`src/rtl/viterbi_argmax_stream.sv`:
```
// Streaming argmax over NUM_STATES path metrics, LANES per beat.
// Ports: clk, reset (sync, active-low), flush, in_* / out_* valid-ready
//   streams, max_metric/max_index/max_onehot result, capture_en, last_state.
module viterbi_argmax_stream #(
    parameter int P_SIZE     = 32,
    parameter int NUM_STATES = 11,
    parameter int IDX_W      = 4,
    parameter int LANES      = 4
) (
    input  logic                    clk,
    input  logic                    reset,
    input  logic                    flush,
    input  logic                    in_valid,
    output logic                    in_ready,
    input  logic [LANES*P_SIZE-1:0] in_metric,
    output logic                    out_valid,
    input  logic                    out_ready,
    output logic [P_SIZE-1:0]       max_metric,
    output logic [IDX_W-1:0]        max_index,
    output logic [NUM_STATES-1:0]   max_onehot,
    input  logic                    capture_en,
    output logic [IDX_W-1:0]        last_state
);

    localparam int BEATS = (NUM_STATES + LANES - 1) / LANES;
    localparam int CW    = (BEATS > 1) ? $clog2(BEATS) : 1;

    typedef enum logic [1:0] {IDLE, ACCUM, DONE} state_t;

    state_t            state;
    logic [CW-1:0]     cnt;
    logic [P_SIZE-1:0] run_max;
    logic [IDX_W-1:0]  run_idx;

    logic [P_SIZE-1:0] beat_max;
    logic [IDX_W-1:0]  beat_idx;
    logic [P_SIZE-1:0] nxt_max;
    logic [IDX_W-1:0]  nxt_idx;
    logic              accept;
    logic              last_beat;
    int                base;

    // Lane reduction: lane 0 is always a real state, so it seeds the
    // search; later lanes win only when strictly greater (low index on tie).
    always_comb begin
        base     = int'(cnt) * LANES;
        beat_max = in_metric[0 +: P_SIZE];
        beat_idx = IDX_W'(base);
        for (int k = 1; k < LANES; k++) begin
            if ((base + k) < NUM_STATES &&
                in_metric[k*P_SIZE +: P_SIZE] > beat_max) begin
                beat_max = in_metric[k*P_SIZE +: P_SIZE];
                beat_idx = IDX_W'(base + k);
            end
        end
    end

    // First beat of a step seeds; later beats replace only when greater.
    always_comb begin
        nxt_max = run_max;
        nxt_idx = run_idx;
        if (state == IDLE || beat_max > run_max) begin
            nxt_max = beat_max;
            nxt_idx = beat_idx;
        end
    end

    assign accept    = in_valid && in_ready;
    assign last_beat = (cnt == CW'(BEATS - 1));

    always_ff @(posedge clk) begin
        if (!reset) begin
            state      <= IDLE;
            cnt        <= '0;
            run_max    <= '0;
            run_idx    <= '0;
            in_ready   <= 1'b0;
            out_valid  <= 1'b0;
            max_metric <= '0;
            max_index  <= '0;
            max_onehot <= '0;
            last_state <= '0;
        end else if (flush) begin
            state     <= IDLE;
            cnt       <= '0;
            in_ready  <= 1'b1;
            out_valid <= 1'b0;
        end else begin
            unique case (state)
                IDLE, ACCUM: begin
                    in_ready <= 1'b1;
                    if (accept) begin
                        run_max <= nxt_max;
                        run_idx <= nxt_idx;
                        if (last_beat) begin
                            state      <= DONE;
                            cnt        <= '0;
                            in_ready   <= 1'b0;
                            out_valid  <= 1'b1;
                            max_metric <= nxt_max;
                            max_index  <= nxt_idx;
                            max_onehot <= NUM_STATES'(1) << nxt_idx;
                        end else begin
                            state <= ACCUM;
                            cnt   <= cnt + 1'b1;
                        end
                    end
                end
                DONE: begin
                    if (out_ready) begin
                        state     <= IDLE;
                        in_ready  <= 1'b1;
                        out_valid <= 1'b0;
                        if (capture_en) begin
                            last_state <= max_index;
                        end
                    end
                end
                default: state <= IDLE;
            endcase
        end
    end

endmodule

```
`config.mk`:
```
export PLATFORM = sky130hd
export DESIGN_NAME = viterbi_argmax_stream
export DESIGN_NICKNAME = d
export VERILOG_FILES = /design/src/rtl/viterbi_argmax_stream.sv
export SDC_FILE = /design/constraint.sdc
export NUM_CORES = 1
export LEC_CHECK = 0
export CAP_MARGIN = 20
export CORE_ASPECT_RATIO = 1.25
export CORE_MARGIN = 2
export CORE_UTILIZATION = 25
export CTS_CLUSTER_SIZE = 8
export DETAILED_ROUTE_END_ITERATION = 8
export PLACE_DENSITY = 0.46
export SLEW_MARGIN = 20
export SYNTH_ARGS = -nofsm -noshare
export SYNTH_HDL_FRONTEND = slang
export SYNTH_SLANG_ARGS = --single-unit
```
`constraint.sdc`:
```
create_clock -name clk -period 17.4 [get_ports clk]
set_clock_uncertainty 0.05 [all_clocks]
set_input_delay 1.74 -clock clk [delete_from_list [all_inputs] [get_ports clk]]
set_output_delay 1.74 -clock clk [all_outputs]
set_load 0.01 [all_outputs]
```
======== Word level (Yosys, flattened, before mapping) ========
Cells that the tools add are included.
word-level totals
  register bits ........................... 93
  latch bits .............................. 0
  RAM bits ................................ 0
  memories ................................ 0
  word-level logic and storage cells ...... 70
  ROM bits ................................ 0
cells by class
  $mul .................................... 0
  equal/unequal tests ..................... 7
  reduce and logical (&&, ||, !) cells .... 17
  order comparisons ....................... 7
  mux-type cells .......................... 22
  $add $sub $neg .......................... 4
  divide/modulo/power cells ............... 0
  bitwise operators ....................... 2
  shift-type cells ........................ 1
operators by type and width
  kind                    number
  $gt A32 B32 Y1          4
  $mux W32                4
  $lt A32 B5 Y1 const B   3
  $mux W4                 4
  $reduce_and A4 Y1       3
  $shl A1 B4 Y11 const A  1
  $add A4 B2 Y5 const B   2
  $mux W2                 4
  $mux W1                 7
  $ne A2 B2 Y1 const B    3
  $reduce_and A2 Y1       3
  $add A4 B1 Y5 const B   1
  $eq A2 B2 Y1 const B    2
  $logic_and A1 B1 Y1     4
  $pmux W1 S2             2
  $pmux W2 S2             1
  $reduce_or A2 Y1        2
  $ne A3 B3 Y1 const B    1
  $reduce_and A3 Y1       1
  $reduce_bool A3 Y1      1
  $add A2 B1 Y2 const B   1
  $eq A2 B1 Y1 const B    1
  $logic_not A2 Y1        1
  $not A1 Y1              2
  other kinds (2)         2

======== Logic depth before layout (Yosys ltp) ========
Gate-level depths: netlist of the first run.
  depth in word-level cells ............... 14
  depth in mapped cells ................... 46

======== Worst setup path after synthesis of the first run ========
Ideal clock, no wire load.
  path type ............................... input-to-reg
  from .................................... input in_metric[1]
  to ...................................... register max_metric[8]
  stages .................................. 44
  data arrival time ....................... 10.719 ns
  path slack .............................. 6.557 ns
  library setup time ...................... 0.073 ns
  data required time ...................... 17.277 ns
  buffers on the path ..................... 8
  cells stage by stage .................... inv_1 ha_1 nor2b_4 o211ai_2 a2111oi_1 or4_4 a32oi_2 buf_6 clkbuf_1 mux2_2 inv_1 ha_1 a21oi_1 o21ai_0 a22oi_1 o211ai_1 o31ai_1 nor2_1 [... 8 more ...] o21ai_0 a21o_1 o31ai_1 clkbuf_1 clkbuf_1 mux2i_1 ha_1 nand4_1 nor3_1 o21ai_0 a21oi_1 o32ai_1 a31oi_1 clkbuf_1 clkbuf_1 dlygate4sd1_1 o221ai_1 o211ai_2
on the way
  word-level cells in the longest chain between the ends .. 12
RTL lines
  element               RTL line  text
  from (decl)           15        input logic [LANES*P_SIZE-1:0] in_metric,
  $gt A32 B32 Y1        51        in_metric[k*P_SIZE +: P_SIZE] > beat_max) begin
  $logic_and A1 B1 Y1   50        if ((base + k) < NUM_STATES &&
  $mux W32 (*)          50
  $gt A32 B32 Y1        51
  $logic_and A1 B1 Y1   50
  $mux W32 (*)          50
  $gt A32 B32 Y1        51
  $logic_and A1 B1 Y1   50
  $mux W32 (*)          50
  $gt A32 B32 Y1        62        if (state == IDLE || beat_max > run_max) begin
  $logic_or A1 B1 Y1    62
  $mux W32 (*)          62
  to (signal assigned)  100       max_metric <= nxt_max;
  to (decl)             18        output logic [P_SIZE-1:0] max_metric,
Every way passes the cells marked *; elsewhere a longest branch is shown, timed or not.
A chain may end at the register's enable or synchronous reset.

======== Final worst setup path of the first run ========
  from .................................... input in_metric[15]
  to ...................................... register run_max[25]
on the way
  word-level cells in the longest chain between the ends .. 12
RTL lines
  element               RTL line  text
  $gt A32 B32 Y1        51
  $logic_and A1 B1 Y1   50
  $mux W32 (*)          50
  $gt A32 B32 Y1        51
  $logic_and A1 B1 Y1   50
  $mux W32 (*)          50
  $gt A32 B32 Y1        51
  $logic_and A1 B1 Y1   50
  $mux W32 (*)          50
  $gt A32 B32 Y1        62
  $logic_or A1 B1 Y1    62
  $mux W32 (*)          62
  to (signal assigned)  93        run_max <= nxt_max;
  to (decl)             32        logic [P_SIZE-1:0] run_max;
Marked as above.

==> metrics.md, run 1 <==
| Metric | Value |
|---|---|
| Status | finished, final reports clean |
| Slew Limit Fails | 0 |
| Clk_lat worst skew | 360 ps |
| RSZ-0062 raised after global routing | no |
| EDFF count, synth | 0 |
| Routed vias/inst | 5.03 |
| Syn_area_per_cell | 8.74 sq um |
| Number of levels in the clock H-tree | 3 |
| WS Path Type | input port to flop |
| Number of routed nets with antenna violations | 0 |
| Total number of nets in the final design | 1445 |
| Antenna cell count | 0 |
| Fraction of post-synthesis cell area in the top cell type by area | 0.206 |
| Class of the worst hold path | flop to flop |
| Top fanout value on the critical path | 39 |
| Sequential share of power | 0.253 |
| Row count | between 70 and 80 |
| Chip Width | 174 microns |
| Total via count in the routed design | 8372 |
| Switching part of the total power | 0.386 |
| Sink count of the clock tree | 93 |
| Vias in the first global route | 8422 |
| Inserted Clock Buffers | 9 |
| Peak ir drop on the vdd network | 0.0588 mV |
| Detailed Route WL | 31500 microns |
| Required arrival time at the worst endpoint | roughly 18000 ps |
| Average wire per cell in the routed design | between 15 and 20 microns |
| Top achievable clock speed | 71.4 MHz |
| Core region area | 35600 sq um |
| Leakage dissipation | 4.76 nW |
| Total routing usage reported by global routing | 0.165 |
| Clk pwr share | 0.268 |
| Worst-case register-to-register setup slack | 5640 ps |
| Port bufs | 186 |
| Remaining routing DRC violations | 0 |
| Clock transition at the register clock pins on the worst setup and hold paths after CTS | 70 ps |
| Initial antenna violation count | 1 |
| Post-synth design cell area | ~9000 sq um |
| Distinct cells, synth | 59 |
| Power per unit of standard cell area | around 76 nW/um^2 |
| Flip-flop and latch count after synthesis | 93 |
| Maximum number of pins on one net before global-route repair | 61 |
| Share of layout cells above drive strength 1 | 0.111 |
| Clock tree from TritonCTS | built |
| Startpoint types | input port |
| Post-synthesis async set-or-reset flop share | 0 |
| Commonest register cell after synthesis | sky130_fd_sc_hd__dfxtp_1 |
| Filler Cells Inserted | 3714 |
| Global placement routability congestion | 0.801 |
| Sum Neg Setup Slack | 0 ps |
| Violation count after the first detailed-routing iteration | between 400 and 500 |
| Max Cap Viol | 0 |
| Root buffer cell | sky130_fd_sc_hd__clkbuf_16 |
| Top cell types by occurrence after synthesis | sky130_fd_sc_hd__inv_1 (135), sky130_fd_sc_hd__ha_1 (127), sky130_fd_sc_hd__o221ai_1 (94) |
| Initial standard-cell utilization of the core | 0.254 |
| Gate power share | 0.479 |
| Post-CTS sizing | 0 |
| Final HPWL from detailed placement | 24400 microns |
| Arrival time at the worst endpoint | between 10000 and 15000 ps |
| Switching pwr | 344 uW |
| Combined area of the multi-input logic cells | 6390 sq um |
| Setup bufs post-CTS | 0 |
| Min Clock Period, post-route | 14010 ps |
| Number of endpoints failing setup at the final stage | 0 |
| CP max-delay cell | sky130_fd_sc_hd__a31oi_4 |
| Slew of the pin with the lowest slew margin | slightly above 900 ps |
| Bufs on Longest Clock Path | 2 |
| First-pass GRT wire length | 48700 microns |
| Number of top-level pins | 187 |
| Total count of hold-check failures in the final report | 0 |
| Hold bufs inserted after CTS | 0 |
| Cell with the most instances on the worst path | sky130_fd_sc_hd__ha_1 |
| Syn nets | 1295 |
| Final core occ | 0.328 |
| Total area of sequential cells | 1860 sq um |
| Post-synthesis instance total | 1034 |
| Number of detailed-routing iterations run before antenna repair | 5 |
| Part of the Yosys area used for sequential elements | 0.206 |
| Leading cell types by total area after synthesis | sky130_fd_sc_hd__dfxtp_1 (21%), sky130_fd_sc_hd__ha_1 (18%), sky130_fd_sc_hd__o221ai_1 (9.1%) |
| Die ar. | 37700 sq um |
| Worst slew slack as a fraction of its limit | 0.393 |
| Vert. Die Dim | 217 microns |
| Category of the worst setup path capture point | flop |
| Fin crit share | 0.805 |
| Overflow left after global routing | 0 |
| Yosys warning total | 0 |
| Delay of the slowest cell on the worst path | ~740 ps |
| Cell-internal power | about 550 uW |
| Area overhead of the layout relative to synthesis | 29.0% |
| Biggest area consumer among synthesized cells | sky130_fd_sc_hd__dfxtp_1 |
| Most frequent cell after synthesis | sky130_fd_sc_hd__inv_1 |
-- power groups by stage --
stage	clock network (mW)	logic (mW)	registers, mW
after floorplan	0	0.303	0.228
after global placement	0	0.426	0.230
after detailed placement	0	0.428	0.230
after CTS	0.245	0.431	0.225
after global routing	0.254	0.474	0.226
final	0.239	0.427	0.225
-- path summary, 6_finish.rpt --
| check | cells after the start | startpoint | end |
|---|---|---|---|
| max | 41 | in_metric[15] | run_max[25] |
| min | 2 | max_onehot[6] | max_onehot[6] |
| max reg2reg | 37 | cnt[1] | run_max[25] |
| min reg2reg | 2 | max_onehot[6] | max_onehot[6] |
-- state kept, by name (all words and copies together) (netlist names) --
name        count
in_ready        1
state           2
cnt             2
max_metric     32
run_max        32
max_index       4
run_idx         4
out_valid       1
max_onehot     11
last_state      4
-- critical path: cells and delay by family --
kind | cells | cell delay, ps
AND/OR/NAND/NOR | 10 | 3650
adder cells (fa/ha/maj) | 4 | 1210
multiplexers | 3 | 900
AO/OA/AOI/OAI | 18 | 4490
buffers and inverters | 6 | 2110
-- area by class of cell --
class                           instances  area share
Inverter                              136      0.0438
Clock buffer                            9      0.0193
Tap cell                              474      0.0508
Timing Repair Buffer                  199       0.168
Clock inverter                          7      0.0104
Multi-Input combinational cell        745       0.548
Sequential cell                        93       0.160
-- kinds of logic (layout without fill, tap and decap cells) --
group | Yosys count | in the layout | synth area share
multiplexers | 104 | 104 | 0.159
AND/OR/NAND/NOR | 206 | 206 | 0.113
buffers and inverters | 196 | 351 | 0.0929
flip-flops | 93 | 93 | 0.206
AO/OA/AOI/OAI | 308 | 308 | 0.253
adder cells (fa/ha/maj) | 127 | 127 | 0.176
-- layout by cell type, fill, tap and decap left out, types with 35 or more instances in the layout --
cell type,instances
sky130_fd_sc_hd__inv_1,135
sky130_fd_sc_hd__a21oi_1,92
sky130_fd_sc_hd__dfxtp_1,93
sky130_fd_sc_hd__nand2_1,61
sky130_fd_sc_hd__ha_1,127
sky130_fd_sc_hd__o21ai_0,35
sky130_fd_sc_hd__mux2i_1,45
sky130_fd_sc_hd__clkdlybuf4s50_1,186
sky130_fd_sc_hd__nor2_1,48
sky130_fd_sc_hd__o221ai_1,94
-- routing by layer --
layer | track usage | vias to the layer above | share of wire
met4 | 0.0521 | 2 | 0.022
li1 | - | 4163 | -
met5 | 0 | - | 0.00035
met2 | 0.282 | 204 | 0.47
met1 | 0.213 | 3976 | 0.46
met3 | 0.0261 | 27 | 0.041
-- stage by stage --
stage | std cells | instance area, sq um | hold WS, ps | power (mW) | setup WS, ps
floorplan | 1034 | 9040 | 426 | 0.531 | 6560
global placement | 1647 | 11300 | 400 | 0.656 | 3000
detailed placement | 1647 | 11300 | 396 | 0.659 | 2900
CTS | 1663 | 11700 | 410 | 0.901 | 3230
global route | 1663 | 11700 | 432 | 0.954 | 2430
finish | 1663 | 11700 | 404 | 0.891 | 3390
(Power assumes the default switching activity.)
==> run 2, diff against run 1 <==
- clock period: 17.4 -> 13.46 ns (I/O delays scaled with it)
==> metrics.md, run 2 (synthesis results as in run 1) <==
| Metric | Value |
|---|---|
| Status | finished, final reports clean |
| Most common library cell in the layout ignoring fill and taps | sky130_fd_sc_hd__clkdlybuf4s50_1 |
| Max Cap Viol | 0 |
| Slew Limit Fails | 0 |
| Wire length on met3 | 1540 microns |
| Slew of the pin with the lowest slew margin | 938 ps |
| Met2 wire length | 15300 microns |
| Power per unit of standard cell area | 95.6 nW/um^2 |
| Violation count after the first detailed-routing iteration | 381 |
| First-pass GRT wire length | about 49000 microns |
| Top achievable clock speed | ~82 MHz |
| Top routing layer in use | met4 |
| Hold bufs inserted after CTS | 0 |
| WS Path Type | input port to flop |
| Worst slew slack as a fraction of its limit | 0.368 |
| Largest registers | max_metric: 32 flops, run_max: 32 flops, max_onehot: 11 flops |
| Number of levels in the clock H-tree | 3 |
| CP max-delay cell | sky130_fd_sc_hd__nor2_8 |
| Startpoint types | input port |
| Met1 routed wirelength after detailed routing | 14100 microns |
| Peak ir drop on the vdd network | between 0.06 and 0.07 mV |
| Total routing usage reported by global routing | 0.166 |
| Endpoint of the worst hold path | max_onehot[4] |
| Remaining routing DRC violations | 0 |
| Setup bufs post-CTS | 0 |
| Share of layout cells above drive strength 1 | 0.122 |
| Core region area | 35600 sq um |
| Bufs on Longest Clock Path | 2 |
| Root buffer cell | sky130_fd_sc_hd__clkbuf_16 |
| Port bufs | 186 |
| Leakage dissipation | ~4.8 nW |
| Chip Width | 174 microns |
| Detailed Route WL | 31600 microns |
| Delay of the slowest cell on the worst path | roughly 700 ps |
| Number of endpoints failing setup at the final stage | 0 |
| Area overhead of the layout relative to synthesis | 30.2% |
| Final HPWL from detailed placement | 24700 microns |
| Sink count of the clock tree | 93 |
| Clock tree from TritonCTS | built |
| Clk_lat worst skew | 370 ps |
| Total via count in the routed design | 8340 |
| Antenna cell count | 0 |
| Sum Neg Setup Slack | 0 ps |
| Initial antenna violation count | 0 |
| Final std cell area, no fill | 11800 sq um |
| Die ar. | 37700 sq um |
| Worst-case register-to-register setup slack | 3060 ps |
| Routed vias/inst | 4.97 |
| Global placement routability congestion | 0.805 |
| Worst hold path cell count | 2 |
| Class of the worst hold path | flop to flop |
| Fin crit share | 0.904 |
| Clock transition at the register clock pins on the worst setup and hold paths after CTS | approximately 80 ps |
| Row count | 77 |
| Inserted Clock Buffers | 9 |
| Vert. Die Dim | 217 microns |
| Number of routed nets with antenna violations | 0 |
| Min Clock Period, post-route | roughly 12000 ps |
| Top fanout value on the critical path | 79 |
| Average wire per cell in the routed design | 18.8 microns |
| Post-CTS sizing | 0 |
| Vias in the first global route | ~8600 |
| Maximum number of pins on one net before global-route repair | 80 |
| Number of detailed-routing iterations run before antenna repair | 4 |
| Category of the worst setup path capture point | flop |
| Depth of the worst register-to-register path | 39 |
| RSZ-0062 raised after global routing | no |
| Total count of hold-check failures in the final report | 0 |
| Initial standard-cell utilization of the core | 0.254 |
| Required arrival time at the worst endpoint | 13650 ps |
| Start point of the worst min-delay path | max_onehot[4] |
| Post-placement cell area | about 11000 sq um |
| Commonest cells after routing, fill and taps aside | sky130_fd_sc_hd__clkdlybuf4s50_1 (186), sky130_fd_sc_hd__inv_1 (135), sky130_fd_sc_hd__ha_1 (127), sky130_fd_sc_hd__o221ai_1 (94), sky130_fd_sc_hd__dfxtp_1 (93) |
| Total number of nets in the final design | between 1000 and 1500 |
| Arrival time at the worst endpoint | about 12000 ps |
| Overflow left after global routing | 0 |
| Number of top-level pins | ~190 |
| R2R Path Start | cnt[1] |
| Endpoint of the worst-slack reg-to-reg timing path | max_metric[29] |
run 2: changes by cell type in the layout (fill, tap and decap cells not counted):
cell / previous run / this run
sky130_fd_sc_hd__buf_12: 0 / 4
sky130_fd_sc_hd__buf_4: 13 / 25
sky130_fd_sc_hd__bufinv_16: 3 / 0
sky130_fd_sc_hd__clkinvlp_4: 0 / 2
sky130_fd_sc_hd__inv_8: 0 / 1
sky130_fd_sc_hd__nand2b_1: 4 / 5
sky130_fd_sc_hd__nand2b_2: 2 / 1
run 2: power breakdown:
part / leakage (nW) / total, mW / internal, mW / switching [mW]
combinational: 3.93 / 0.577 / 0.263 / 0.314
sequential: 0.754 / 0.291 / 0.282 / 0.00861
clock: 0.134 / 0.258 / 0.128 / 0.130
run 2: worst max-delay path by stage:
stage / start / to
floorplan: in_metric[1] / max_metric[8]
global placement: in_metric[27] / max_metric[24]
detailed placement: in_metric[27] / max_metric[28]
CTS: in_metric[27] / max_metric[28]
global route: in_metric[27] / max_metric[20]
finish: in_metric[31] / max_metric[29]
run 2: worst max-delay path: cells and delay by family:
kind,cells,cell delay (ps)
fa+ha+maj,4,1070
buf+inv,9,2520
simple gates,10,3170
mux,3,910
compound gates,17,3210
run 2: final cells by class:
class	instances	area [sq um]
sequential	93	1860
inverter	136	510
tap	474	593
clock inverter	7	57.6
timing repair buffer	215	2130
multi-input combinational	745	6390
clock buffer	9	225
fill	3713	23800
run 2: metrics by stage:
stage	setup WS, ps	std cells	power (mW)	utilization	hold slack [ps]
3_5_place_dp	-22.7	1652	0.861	0.320	400
4_1_cts	397	1668	1.12	0.328	413
5_1_grt	193	1679	1.21	0.331	441
3_3_place_gp	252	1652	0.858	0.320	400
2_1_floorplan	3010	1034	0.687	-	426
6_report	1290	1679	1.13	0.331	409
run 2: layer usage:
metal	track usage	up-vias
met2	0.291	185
met1	0.206	3921
li1	-	4203
met5	0	-
met4	0.0510	0
met3	0.0305	31
